--- src/rtl/uart_pkg.sv ---
// Shared types and helpers for the UART receive path.
package uart_pkg;

    typedef enum logic [1:0] {
        PARITY_NONE = 2'd0,
        PARITY_ODD  = 2'd1,
        PARITY_EVEN = 2'd2
    } parity_mode_e;

    typedef enum logic [2:0] {
        IDLE,
        START,
        DATA,
        PARITY,
        STOP
    } rx_state_e;

    function automatic int clks_per_bit(input int freq, input int baud);
        return freq / baud;
    endfunction

endpackage

--- src/rtl/uart_rx_buffered_if.sv ---
// Consumer-side read port of the buffered UART receiver (FIFO head plus status).
interface uart_rx_buffered_if #(
    parameter int DataBitsSize = 8,
    parameter int BufferSize   = 16
);
    logic                          rd_valid;
    logic                          rd_ready;
    logic [DataBitsSize-1:0]       rd_data;
    logic                          rd_parity_err;
    logic                          rd_frame_err;
    logic [$clog2(BufferSize):0]   count;
    logic                          overflow;
    logic                          clear_overflow;

    modport master (
        output rd_valid, rd_data, rd_parity_err, rd_frame_err, count, overflow,
        input  rd_ready, clear_overflow
    );

    modport slave (
        input  rd_valid, rd_data, rd_parity_err, rd_frame_err, count, overflow,
        output rd_ready, clear_overflow
    );
endinterface

--- src/rtl/sync_fifo.sv ---
// Single-clock FIFO: registered write, show-ahead read, exact occupancy count.
module sync_fifo #(
    parameter int Width = 8,
    parameter int Depth = 16
) (
    input  logic                       clk,
    input  logic                       rst,
    input  logic                       wr_en,
    input  logic [Width-1:0]           wr_data,
    input  logic                       rd_en,
    output logic [Width-1:0]           rd_data,
    output logic                       full,
    output logic                       empty,
    output logic [$clog2(Depth):0]     count
);
    localparam int AddrW = $clog2(Depth);

    logic [Width-1:0] mem [Depth];
    logic [AddrW-1:0] wr_ptr_reg;
    logic [AddrW-1:0] rd_ptr_reg;
    logic [AddrW:0]   count_reg;
    logic             wr_do;
    logic             rd_do;

    assign empty = (count_reg == '0);
    assign full  = (count_reg == (AddrW + 1)'(Depth));
    assign rd_do = rd_en && !empty;
    // A full FIFO still accepts a write when the head leaves in the same cycle.
    assign wr_do = wr_en && (!full || rd_do);

    always_ff @(posedge clk) begin
        if (wr_do) begin
            mem[wr_ptr_reg] <= wr_data;
        end
    end

    always_ff @(posedge clk) begin
        if (rst) begin
            wr_ptr_reg <= '0;
            rd_ptr_reg <= '0;
            count_reg  <= '0;
        end else begin
            if (wr_do) wr_ptr_reg <= wr_ptr_reg + 1'b1;
            if (rd_do) rd_ptr_reg <= rd_ptr_reg + 1'b1;
            case ({wr_do, rd_do})
                2'b10:   count_reg <= count_reg + 1'b1;
                2'b01:   count_reg <= count_reg - 1'b1;
                default: count_reg <= count_reg;
            endcase
        end
    end

    // Storage is not reset, so the head reads as zero whenever nothing is held.
    assign rd_data = empty ? '0 : mem[rd_ptr_reg];
    assign count   = count_reg;
endmodule

--- src/rtl/uart_rx_buffered.sv ---
// UART deserializer with start-glitch rejection, parity/framing flags and a receive FIFO.
module uart_rx_buffered
    import uart_pkg::*;
#(
    parameter int ClockFreqHz  = 100_000_000,
    parameter int BaudRate     = 115_200,
    parameter int DataBitsSize = 8,
    parameter int ParityMode   = 0,
    parameter int StopBitsSize = 1,
    parameter int BufferSize   = 16
) (
    input  logic                clk,
    input  logic                rst,
    input  logic                rx_sig,
    uart_rx_buffered_if.master  rd
);
    localparam int ClksPerBit = clks_per_bit(ClockFreqHz, BaudRate);
    localparam int CntW       = $clog2(ClksPerBit);

    if (ClksPerBit < 4) begin : g_bad_clks
        $error("uart_rx_buffered: ClksPerBit must be at least 4");
    end
    if (DataBitsSize < 5 || DataBitsSize > 9) begin : g_bad_data
        $error("uart_rx_buffered: DataBitsSize must be 5..9");
    end
    if (StopBitsSize < 1 || StopBitsSize > 2) begin : g_bad_stop
        $error("uart_rx_buffered: StopBitsSize must be 1..2");
    end
    if (BufferSize < 2 || (BufferSize & (BufferSize - 1)) != 0) begin : g_bad_depth
        $error("uart_rx_buffered: BufferSize must be a power of two >= 2");
    end

    typedef struct packed {
        logic                    frame_err;
        logic                    parity_err;
        logic [DataBitsSize-1:0] data;
    } rx_entry_t;

    localparam int EntryW = $bits(rx_entry_t);

    rx_state_e               state_reg;
    logic [1:0]              sync_reg;
    logic                    rx_prev_reg;
    logic [CntW-1:0]         baud_cnt_reg;
    logic [3:0]              bit_cnt_reg;
    logic                    stop_cnt_reg;
    logic [DataBitsSize-1:0] data_reg;
    logic                    parity_err_reg;
    logic                    frame_err_reg;
    logic                    overflow_reg;

    logic                    rx_s;
    logic                    tick;
    logic                    push;
    logic                    pop;
    rx_entry_t               push_word;
    rx_entry_t               head;
    logic [EntryW-1:0]       fifo_rd_data;
    logic                    fifo_full;
    logic                    fifo_empty;

    assign rx_s = sync_reg[1];
    assign tick = (baud_cnt_reg == '0);
    // The word leaves on the last stop-bit sample; the remainder of that bit is not waited for.
    assign push = (state_reg == STOP) && tick && (stop_cnt_reg == 1'(StopBitsSize - 1));
    assign pop  = rd.rd_ready && !fifo_empty;

    assign push_word.frame_err  = frame_err_reg | ~rx_s;
    assign push_word.parity_err = parity_err_reg;
    assign push_word.data       = data_reg;

    always_ff @(posedge clk) begin
        if (rst) begin
            sync_reg       <= 2'b11;
            rx_prev_reg    <= 1'b1;
            state_reg      <= IDLE;
            baud_cnt_reg   <= '0;
            bit_cnt_reg    <= '0;
            stop_cnt_reg   <= 1'b0;
            data_reg       <= '0;
            parity_err_reg <= 1'b0;
            frame_err_reg  <= 1'b0;
        end else begin
            sync_reg    <= {sync_reg[0], rx_sig};
            rx_prev_reg <= rx_s;
            if (state_reg != IDLE && !tick) begin
                baud_cnt_reg <= baud_cnt_reg - 1'b1;
            end
            case (state_reg)
                IDLE: begin
                    if (rx_prev_reg && !rx_s) begin
                        state_reg    <= START;
                        baud_cnt_reg <= CntW'(ClksPerBit / 2 - 1);
                    end
                end
                START: begin
                    if (tick) begin
                        if (rx_s) begin
                            state_reg <= IDLE;
                        end else begin
                            state_reg      <= DATA;
                            baud_cnt_reg   <= CntW'(ClksPerBit - 1);
                            bit_cnt_reg    <= '0;
                            parity_err_reg <= 1'b0;
                            frame_err_reg  <= 1'b0;
                        end
                    end
                end
                DATA: begin
                    if (tick) begin
                        data_reg     <= {rx_s, data_reg[DataBitsSize-1:1]};
                        baud_cnt_reg <= CntW'(ClksPerBit - 1);
                        bit_cnt_reg  <= bit_cnt_reg + 1'b1;
                        if (bit_cnt_reg == 4'(DataBitsSize - 1)) begin
                            state_reg    <= (ParityMode != int'(PARITY_NONE)) ? PARITY : STOP;
                            stop_cnt_reg <= 1'b0;
                        end
                    end
                end
                PARITY: begin
                    if (tick) begin
                        if (ParityMode == int'(PARITY_ODD)) begin
                            parity_err_reg <= ~(^{data_reg, rx_s});
                        end else begin
                            parity_err_reg <= ^{data_reg, rx_s};
                        end
                        state_reg    <= STOP;
                        baud_cnt_reg <= CntW'(ClksPerBit - 1);
                    end
                end
                STOP: begin
                    if (tick) begin
                        frame_err_reg <= frame_err_reg | ~rx_s;
                        if (push) begin
                            state_reg <= IDLE;
                        end else begin
                            stop_cnt_reg <= stop_cnt_reg + 1'b1;
                            baud_cnt_reg <= CntW'(ClksPerBit - 1);
                        end
                    end
                end
                default: state_reg <= IDLE;
            endcase
        end
    end

    // A new overflow event takes priority over a simultaneous clear.
    always_ff @(posedge clk) begin
        if (rst) begin
            overflow_reg <= 1'b0;
        end else if (push && fifo_full && !pop) begin
            overflow_reg <= 1'b1;
        end else if (rd.clear_overflow) begin
            overflow_reg <= 1'b0;
        end
    end

    sync_fifo #(
        .Width (EntryW),
        .Depth (BufferSize)
    ) u_fifo (
        .clk     (clk),
        .rst     (rst),
        .wr_en   (push),
        .wr_data (push_word),
        .rd_en   (pop),
        .rd_data (fifo_rd_data),
        .full    (fifo_full),
        .empty   (fifo_empty),
        .count   (rd.count)
    );

    assign head             = fifo_rd_data;
    assign rd.rd_valid      = !fifo_empty;
    assign rd.rd_data       = head.data;
    assign rd.rd_parity_err = head.parity_err;
    assign rd.rd_frame_err  = head.frame_err;
    assign rd.overflow      = overflow_reg;
endmodule
--- src/flat_wrapper.sv ---
// flat-port wrapper written by rule: the top's interface ports become plain ports
module uart_rx_buffered_flat import uart_pkg::*;
#(
    parameter int ClockFreqHz  = 100_000_000,
    parameter int BaudRate     = 115_200,
    parameter int DataBitsSize = 8,
    parameter int ParityMode   = 0,
    parameter int StopBitsSize = 1,
    parameter int BufferSize   = 16
)
  (clk, rst, rx_sig, rd_rd_valid, rd_rd_data, rd_rd_parity_err, rd_rd_frame_err, rd_count, rd_overflow, rd_rd_ready, rd_clear_overflow);
  uart_rx_buffered_if #(.DataBitsSize(DataBitsSize), .BufferSize(BufferSize)) rd_i ();
  input  logic clk;
  input  logic rst;
  input  logic rx_sig;
  output wire logic [$bits(rd_i.rd_valid)-1:0] rd_rd_valid;
  output wire logic [$bits(rd_i.rd_data)-1:0] rd_rd_data;
  output wire logic [$bits(rd_i.rd_parity_err)-1:0] rd_rd_parity_err;
  output wire logic [$bits(rd_i.rd_frame_err)-1:0] rd_rd_frame_err;
  output wire logic [$bits(rd_i.count)-1:0] rd_count;
  output wire logic [$bits(rd_i.overflow)-1:0] rd_overflow;
  input wire logic [$bits(rd_i.rd_ready)-1:0] rd_rd_ready;
  input wire logic [$bits(rd_i.clear_overflow)-1:0] rd_clear_overflow;
  assign rd_rd_valid = rd_i.rd_valid;
  assign rd_rd_data = rd_i.rd_data;
  assign rd_rd_parity_err = rd_i.rd_parity_err;
  assign rd_rd_frame_err = rd_i.rd_frame_err;
  assign rd_count = rd_i.count;
  assign rd_overflow = rd_i.overflow;
  assign rd_i.rd_ready = rd_rd_ready;
  assign rd_i.clear_overflow = rd_clear_overflow;
  uart_rx_buffered #(.ClockFreqHz(ClockFreqHz), .BaudRate(BaudRate), .DataBitsSize(DataBitsSize), .ParityMode(ParityMode), .StopBitsSize(StopBitsSize), .BufferSize(BufferSize)) u_core (.clk(clk), .rst(rst), .rx_sig(rx_sig), .rd(rd_i));
endmodule
--- config.mk ---
export PLATFORM = sky130hd
export DESIGN_NAME = uart_rx_buffered_flat
export DESIGN_NICKNAME = d
export VERILOG_FILES = /design/src/rtl/uart_pkg.sv /design/src/rtl/uart_rx_buffered_if.sv /design/src/rtl/sync_fifo.sv /design/src/rtl/uart_rx_buffered.sv /design/src/flat_wrapper.sv
export SDC_FILE = /design/constraint.sdc
export NUM_CORES = 1
export LEC_CHECK = 0
export ABC_AREA = 1
export CORE_MARGIN = 2
export CORE_UTILIZATION = 55
export CTS_CLUSTER_DIAMETER = 80
export DETAILED_ROUTE_END_ITERATION = 10
export DONT_BUFFER_PORTS = 1
export PLACE_DENSITY_LB_ADDON = 0.12
export SLEW_MARGIN = 5
export SYNTH_ARGS = -nofsm -noshare
export SYNTH_HDL_FRONTEND = slang
export SYNTH_SLANG_ARGS = --single-unit
--- constraint.sdc ---
create_clock -name clk -period 4.24 [get_ports clk]
set_input_delay 0.636 -clock clk [delete_from_list [all_inputs] [get_ports clk]]
set_output_delay 0.636 -clock clk [all_outputs]
set_load 0.02 [all_outputs]
# After elaboration in Yosys (flattened, before gate mapping)
# Memory sizes are Yosys's and may differ from the RTL's. A register that Yosys moved wholly into a read port is not among the register bits.
# Index checks and enable logic that the tools add are counted.
dict set report word_totals {
  register_bits 45
  mem_bits_rw 160
  in_bits 5
  output_inout_bits 17
  wordCells 114
  memories 1
}
# memory words word_bits read_ports rd_ports_with_merged_regs write_ports line_no
set memory_table {}
lappend memory_table {u_core.u_fifo.mem 16 10 1 1 1 sync_fifo.sv:18} ;# logic [Width-1:0] mem [Depth];
dict set report classes {
  add_sub_neg 7
  n_eq_ne 17
  n_mux 40
  bitwise 3
  n_reduce_logical 33
}
# operator n
set op_table {}
lappend op_table {{two-way mux 10 bit} 8}
lappend op_table {{case mux 10 bit (4 select lines)} 1}
lappend op_table {{two-way mux 3 bit} 7}
lappend op_table {{two-way mux 4 bit} 5}
lappend op_table {{case mux 3 bit (5 select lines)} 1}
lappend op_table {{inequality test 2 x 1 -> 1 bit, second input constant} 7}
lappend op_table {{adder 4 x 1 -> 4 bit, second input constant} 3}
lappend op_table {{two-way mux 1 bit} 12}
lappend op_table {{AND reduction 4 bit} 3}
lappend op_table {{nonzero test 2 bit} 6}
lappend op_table {{logical NOT 10 bit} 1}
lappend op_table {{case mux 5 bit (2 select lines)} 1}
lappend op_table {{subtractor 10 x 1 -> 10 bit, second input constant} 1}
lappend op_table {{logical AND 1 bit} 9}
lappend op_table {{XOR reduction 9 bit} 1}
lappend op_table {{case mux 4 bit (2 select lines)} 1}
lappend op_table {{AND reduction 7 bit} 1}
lappend op_table {{== test 3 x 2 -> 1 bit, second input constant} 2}
lappend op_table {{case mux 1 bit (2 select lines)} 3}
lappend op_table {{adder 5 x 1 -> 5 bit, second input constant} 1}
lappend op_table {{== test 5 bit, second input constant} 1}
lappend op_table {{logical NOT 1 bit} 5}
lappend op_table {{logical NOT 5 bit} 1}
lappend op_table {{AND reduction 5 bit} 1}
lappend op_table {{other kinds (16)} 18}

# Logic depth before layout (Yosys ltp)
# Gate-level depths: netlist (run 1).
dict set report depth {
  depth_word 8
  ltp_mapped 15
}

# Cells and area by module
# Synthesis (run 1) repeated with hierarchy kept, for this count alone.
dict set report hier_totals {
  hier_cells 926
  hier_area_um2 9238.9
}
# module instances cells_per_inst area_each_um2 seq_area_each_um2
set by_module_without_submodules {}
lappend by_module_without_submodules {sync_fifo 1 660 7448.4 5144.9}
lappend by_module_without_submodules {uart_rx_buffered 1 266 1790.5 640.6}

# Worst setup path before layout (run 1)
# OpenSTA, ideal clock, no wires.
dict set report synth_timing {
  path_type {register -> register}
  from {reg u_core.baud_cnt_reg[0]}
  to {mem u_core.u_fifo.mem[11][0] (netlist name), enable pin}
  setup_time_ns 0.376
  arrival_ns 1.890
  slack_ns 1.974
  stages_incl_launch_ff 12
  n_path_buf 1
  synth_period_minus_slack_ns 2.266
  path_cell_list {dfxtp_1 > inv_1 > ha_1 > nand2_2 > nor2_4 > nand3_4 > buf_6 > nor2_8 > nand3_4 > clkinv_4 > nand3_1 > nor2_1}
}
dict set report synth_between {
  elab_chain_cells 6
}
# element line_no
set synth_rtl {}
lappend synth_rtl {{from (decl)} uart_rx_buffered.sv:44} ;# logic [CntW-1:0] baud_cnt_reg;
lappend synth_rtl {{from (signal assigned)} uart_rx_buffered.sv:87} ;# baud_cnt_reg <= baud_cnt_reg - 1'b1;
lappend synth_rtl {{from (signal assigned)} uart_rx_buffered.sv:93} ;# baud_cnt_reg <= CntW'(ClksPerBit / 2 - 1);
lappend synth_rtl {{from (signal assigned)} uart_rx_buffered.sv:102} ;# baud_cnt_reg <= CntW'(ClksPerBit - 1);
lappend synth_rtl {{logical NOT 10 bit} uart_rx_buffered.sv:63} ;# assign tick = (baud_cnt_reg == '0);
lappend synth_rtl {{logical AND 1 bit (2 in a row)} uart_rx_buffered.sv:65} ;# assign push = (state_reg == STOP) && tick && (stop_cnt_reg == 1'(StopBitsSize - 1));
lappend synth_rtl {{logical AND 1 bit} sync_fifo.sv:29} ;# assign wr_do = wr_en && (!full || rd_do);
lappend synth_rtl {{two-way mux 1 bit} sync_fifo.sv:32} ;# if (wr_do) begin
lappend synth_rtl {{two-way mux 1 bit (implied by the code)} sync_fifo.sv:33} ;# mem[wr_ptr_reg] <= wr_data;
lappend synth_rtl {{to (decl)} sync_fifo.sv:18}
# Every way passes these cells.

==> impl_metrics.ini, run 1 <==
[cells_and_area]
fillers = 1247
final_net_count = 837
ff_latch_area_mm2 = 0.00579
drive_gt1_frac = 0.103
insertedDiodeCount = 0
largest_reg_flops = 160
layout-area-overhead-vs-synth_pct = 9.81
multi_input_area_mm2 = 0.00284
final_cells = 1051

[routing]
vias = 6086
route.detailed.vias_per_inst = 5.79
detail_route.wl_per_cell_um = 18.5
antenna_violating_nets_post_route = 0
detail_route.iter0.violations = 562
post-route-drc-count = 0
count_of_tritonroute_iterations_in_the_first_routing_pass = 7
wl_um = 19500

[clocking]
clk_pin_slew_worst_paths_ps = 60
cts_hold_bufs = 0
post_cts_resize_count = 0
clkLatencyLatePin_ps = 490
clockRootBuffer = sky130_fd_sc_hd__clkbuf_16
numClockSinks = 209
clk_path_buf_depth = 3
numCtsBuffers = 21
cts.htree.levels = 1
post-cts-setup-buffer-count = 0
cts_tree = yes

[timing]
finClkSkew_ps = 8.01
timing.max_slew.rel_slack = 0.168
post-route-min-period_ps = 3590
post-route-period-util = 0.847
finalHoldViolCount = 0
report.final.slew_viol_count = 0
grt_setup_unrepaired = false
slew_at_the_pin_closest_to_its_max_slew_limit_ps = 1250
setup_viol_count_final = 0
fin_ws_ps = 650
achievable-frequency_mhz = 279
timing.setup.tns_ps = 0

[hold_path]
timing.hold.worst_path_depth = 1
hold_class = in -> reg
worst_min_path_start = rst

[yosys]
post-synth-top-area-cell = sky130_fd_sc_hd__edfxtp_1
yosysMostFrequentCell = sky130_fd_sc_hd__edfxtp_1
ys_async_sr_fraction = 0
synth_area_mm2 = 0.00902
mappedNetlistNets = 842
yosys_warnings = 0
top_cells_by_count_synth = sky130_fd_sc_hd__edfxtp_1 (160), sky130_fd_sc_hd__nor2_1 (132), sky130_fd_sc_hd__nand2_1 (93), sky130_fd_sc_hd__dfxtp_1 (49), sky130_fd_sc_hd__nand3_1 (48)
count_of_flip_flops_with_a_built_in_enable_after_synthesis = 160
synth.top_cells.by_area = sky130_fd_sc_hd__edfxtp_1 (53%), sky130_fd_sc_hd__dfxtp_1 (11%), sky130_fd_sc_hd__nor2_1 (5.5%)
postSynthAreaPerCell_um2 = 10.9
dominantRegCellSynth = sky130_fd_sc_hd__edfxtp_1
seq_area_frac_synth = 0.642
netlist_instances = 826
synth_cell_types = 42
ys_seq_elements = 209
fraction_of_synthesized_cell_area_taken_by_the_top_area_cell_type = 0.533

[global_route]
top_usage_layer = met2
groute.usage.overall = 0.226
antenna_violations_before_repair = 0
groute.layer.met2.usage = 0.376
grt_first_pass_wirelength_um = 31300
grt-ovfl-total = 0
grt_max_degree = 81
number_of_global_route_vias_before_repair = 6046
globalRouteMet1Util = 0.309
global_route.usage.met3 = 0.0285

[setup_path]
cells_along_the_critical_path = o21ai_0 > o221ai_1 > nand3_1 > a21oi_1
setup.worst_path.start_class = flip-flop
timing.critical_path.depth = 4
cell_depth_of_the_worst_flop_to_flop_path = 10
timing.critical_path.buf_inv = 0
worstSetupEndpointType = output pin
cp_max_fo = 80
critPathRequiredTime_ps = 3600
regToRegStartpoint = u_core.baud_cnt_reg[0]
critical-path-top-delay-family = compound AO/OA/AOI/OAI gates
critical-path-slowest-cell = sky130_fd_sc_hd__dfxtp_2
critPathMaxStageDelay_ps = 1140
worstSetupPathType = reg -> out
arrival_time_of_data_at_the_critical_path_endpoint_ps = 2950

[floorplanning]
num_ports = 22
floorplan.die_area_mm2 = 0.0174
die_y_um = 132
coreArea_mm2 = 0.0159
chipWidth_um = 132
initial_util = 0.566
placement_rows = 46

[power_and_ir_drop]
leakagePower_uw = 0.00351
power-per-cell-area_mw_per_mm2 = 623
vdd_drop_max_uv = 365
fin_total_pwr_uw = 6170

[status]
outcome = completed

[placed_design]
globalplace.congestion = 0.884
placedCellCount = 1014
post-place-ws_ps = 1300
io_buffers = 0
hpwl_um = 12000

[flow_run]
maxCapViolCount = 0
==> stage by stage <==
step / hold WS, ps / cell area (um^2) / utilization
6_report: 210 / 9900 / 0.621
5_1_grt: 196 / 9900 / 0.621
4_1_cts: 195 / 9900 / 0.621
3_5_place_dp: 407 / 9200 / 0.577
3_3_place_gp: 398 / 9200 / 0.577
2_1_floorplan: 389 / 9020 / -
==> layout make-up <==
class | instances | share of cell area
Clock buffer | 28 | 0.0577
Timing Repair Buffer | 10 | 0.00758
Clock inverter | 9 | 0.0128
Multi-Input combinational cell | 518 | 0.286
Tap cell | 216 | 0.0273
Sequential cell | 209 | 0.585
Inverter | 61 | 0.0238
==> routing by layer <==
layer,routed length (um),vias up
li1,-,2917
met1,8340,2946
met2,9360,183
met4,567,0
met5,0,-
met3,1210,40
==> final timing paths <==
| check | end | slack, ps |
|---|---|---|
| worst max-delay path | rd_rd_data[3] | 650 |
| worst min-delay path | u_core.baud_cnt_reg[9] | 210 |
| worst max register to register | u_core.u_fifo.mem[9][9] | 1390 |
| worst min register to register | u_core.sync_reg[1] | 420 |
==> report_power, final <==
part           switching [uW]  internal, uW  total, uW  leakage (uW)
clock                     736          1130       1870      0.000331
combinational            1210           580       1790       0.00132
sequential                217          2300       2510       0.00186
==> placed cells by master, fill, tap and decap left out, types with 3 or more instances in the layout <==
master	synthesis	routed
sky130_fd_sc_hd__edfxtp_1	160	160
sky130_fd_sc_hd__nor2_1	132	132
sky130_fd_sc_hd__nand2_1	93	93
sky130_fd_sc_hd__nand3_1	48	48
sky130_fd_sc_hd__dfxtp_1	49	47
sky130_fd_sc_hd__o21ai_0	45	45
sky130_fd_sc_hd__inv_1	41	41
sky130_fd_sc_hd__o21bai_1	40	40
sky130_fd_sc_hd__o221ai_1	40	40
sky130_fd_sc_hd__a21oi_1	39	39
sky130_fd_sc_hd__clkbuf_16	0	21
sky130_fd_sc_hd__inv_2	14	14
sky130_fd_sc_hd__o21ai_1	13	13
sky130_fd_sc_hd__ha_1	10	10
sky130_fd_sc_hd__buf_4	1	10
sky130_fd_sc_hd__nand2_2	9	9
sky130_fd_sc_hd__xor2_1	9	9
sky130_fd_sc_hd__nor2_4	5	5
sky130_fd_sc_hd__clkinv_1	4	5
sky130_fd_sc_hd__xnor2_1	5	5
sky130_fd_sc_hd__clkbuf_1	30	5
sky130_fd_sc_hd__nor3_1	4	4
sky130_fd_sc_hd__clkinv_2	1	3
sky130_fd_sc_hd__nor2_2	3	3
sky130_fd_sc_hd__nor4_1	3	3
sky130_fd_sc_hd__clkinvlp_4	0	3
sky130_fd_sc_hd__bufinv_16	0	3
==> logic make-up after synthesis <==
family | after synthesis | synth area share
AOI/OAI and AO/OA | 184 | 0.132
and+or+nand+nor | 309 | 0.153
xor gates and xnor gates | 14 | 0.0136
adders and majority gates | 11 | 0.0161
DFF | 209 | 0.642
buffers and inverters | 99 | 0.0440
Note: power is estimated with default switching activity, not from simulation.
==> run 2, diff against run 1 <==
Clock period 4.24 ns to 3.6 ns, I/O delays scaled along.
==> run 2 against run 1 <==
  * Utilization shrank 0.15 points
  * Largest cell class unchanged
  * Final area decreased by 0.24%
  * Global-route usage rose by 0.70 points
  * Largest power group unchanged
==> impl_metrics.ini, run 2 (synthesis results as in run 1) <==
[status]
outcome = completed

[routing]
vias = 6140
count_of_tritonroute_iterations_in_the_first_routing_pass = 5
antenna_violating_nets_post_route = 0
detail_route.wl_per_cell_um = 19.0
route.detailed.vias_per_inst = 5.80
wl_um = 20100
detail_route.iter0.violations = 619
post-route-drc-count = 0

[power_and_ir_drop]
power.clock.fraction = 0.275
p_sw_frac = 0.366
cell_int_power_uw = 4490
power.net_switching_uw = 2590
fin_total_pwr_uw = 7080
leakagePower_uw = 0.00352
vdd_drop_max_uv = 490
comb_power_share = 0.309
seq_power_share = 0.415
power-per-cell-area_mw_per_mm2 = 717

[timing]
finClkSkew_ps = 12.3
grt_setup_unrepaired = false
report.final.slew_viol_count = 0
timing.max_slew.rel_slack = 0.256
achievable-frequency_mhz = 298
post-route-min-period_ps = 3350
post-route-period-util = 0.932
timing.setup.tns_ps = 0
setup_viol_count_final = 0
finalHoldViolCount = 0
slew_at_the_pin_closest_to_its_max_slew_limit_ps = 1110

[setup_path]
worstSetupEndpointType = output pin
critPathMaxStageDelay_ps = 950
critical-path-slowest-cell = sky130_fd_sc_hd__dfxtp_2
arrival_time_of_data_at_the_critical_path_endpoint_ps = 2810
cells_along_the_critical_path = buf_4 > o21ai_0 > o221ai_1 > nand3_1 > a21oi_1
critPathRequiredTime_ps = 3060
cp_max_fo = 56
setup.worst_path.start_class = flip-flop
critical-path-top-delay-family = flip-flops
worstSetupPathType = reg -> out
timing.critical_path.buf_inv = 1

[cells_and_area]
fillers = 1281
mostFrequentLayoutCells = sky130_fd_sc_hd__edfxtp_1 (160), sky130_fd_sc_hd__nor2_1 (132), sky130_fd_sc_hd__nand2_1 (93)
layout_commonest_cell = sky130_fd_sc_hd__edfxtp_1
multi_input_area_mm2 = 0.00284
insertedDiodeCount = 0
final_net_count = 845
ff_latch_area_mm2 = 0.00579
fin_area_mm2 = 0.00988
drive_gt1_frac = 0.109
layout-area-overhead-vs-synth_pct = 9.55
largest_reg_flops = 160

[clocking]
clkLatencyLatePin_ps = 500
clockRootBuffer = sky130_fd_sc_hd__clkbuf_16
clk_pin_slew_worst_paths_ps = 60
cts_hold_bufs = 0
post-cts-setup-buffer-count = 0
numCtsBuffers = 21
numClockSinks = 209
post_cts_resize_count = 0
clk_path_buf_depth = 3
cts_tree = yes
cts.htree.levels = 1

[placed_design]
io_buffers = 0
placement.cell_area_mm2 = 0.00928
hpwl_um = 12800
globalplace.congestion = 0.914

[floorplanning]
die_y_um = 132
placement_rows = 46
coreArea_mm2 = 0.0159
initial_util = 0.566
chipWidth_um = 132
floorplan.die_area_mm2 = 0.0174
num_ports = 22

[hold_path]
hold_class = in -> reg

[global_route]
grt_max_degree = 57
groute.usage.overall = 0.233
antenna_violations_before_repair = 0
grt-ovfl-total = 0
grt_first_pass_wirelength_um = 32000
number_of_global_route_vias_before_repair = 6026

[flow_run]
maxCapViolCount = 0
## run 2: power by group through the flow
stage	combinational (uW)	clock [uW]	sequential, uW
floorplan	1810	0	2880
global placement	2110	0	2980
detailed placement	2170	0	2990
CTS	2180	1980	2940
global route	2440	2080	2960
finish	2190	1950	2940
## run 2: layout make-up
type                    instances  share of cell area
flip-flops and latches        209               0.586
well taps                     216              0.0274
multi-input cells             518               0.287
clock inverters                10             0.00545
clock buffers                  27              0.0555
inverters                      61              0.0238
repair buffers                 18              0.0149
## run 2: per-stage QoR
stage / std cells / hold WS, ps / worst slack (ps) / util
floorplan: 826 / 389 / 1330 / -
global placement: 1022 / 393 / 753 / 0.582
detailed placement: 1022 / 408 / 747 / 0.582
CTS: 1059 / 88.3 / 284 / 0.620
global route: 1059 / 83.3 / 95.5 / 0.620
finish: 1059 / 99.8 / 246 / 0.620
## run 2: worst register-to-register path: stages (launching register included)
cell and delay [ps]:
sky130_fd_sc_hd__dfxtp_1 330, sky130_fd_sc_hd__inv_1 160, sky130_fd_sc_hd__ha_1 240, sky130_fd_sc_hd__nand2_2 90, sky130_fd_sc_hd__nor2_4 120, sky130_fd_sc_hd__nand3_4 230, sky130_fd_sc_hd__nor2_8 170, sky130_fd_sc_hd__nand3_4 110
sky130_fd_sc_hd__clkinv_4 90, sky130_fd_sc_hd__nand3_1 80, sky130_fd_sc_hd__nor2_1 840
## run 2: path summary, 6_finish.rpt
kind | slack (ps) | endpoint | cells after the start | from
hold / removal | 100 | u_core.rd.overflow | 1 | rst
setup reg to reg | 750 | u_core.u_fifo.mem[3][0] | 10 | u_core.baud_cnt_reg[0]
hold reg to reg | 420 | u_core.sync_reg[1] | 1 | u_core.sync_reg[0]
setup / recovery | 250 | rd_rd_frame_err | 5 | flip-flop
## run 2: metal layers
metal	up-vias	track usage	wire length, um
li1	2926	-	-
met1	2989	0.317	8610
met2	191	0.390	9840
met3	34	0.0346	1290
met4	0	0.0700	415
met5	-	0	0
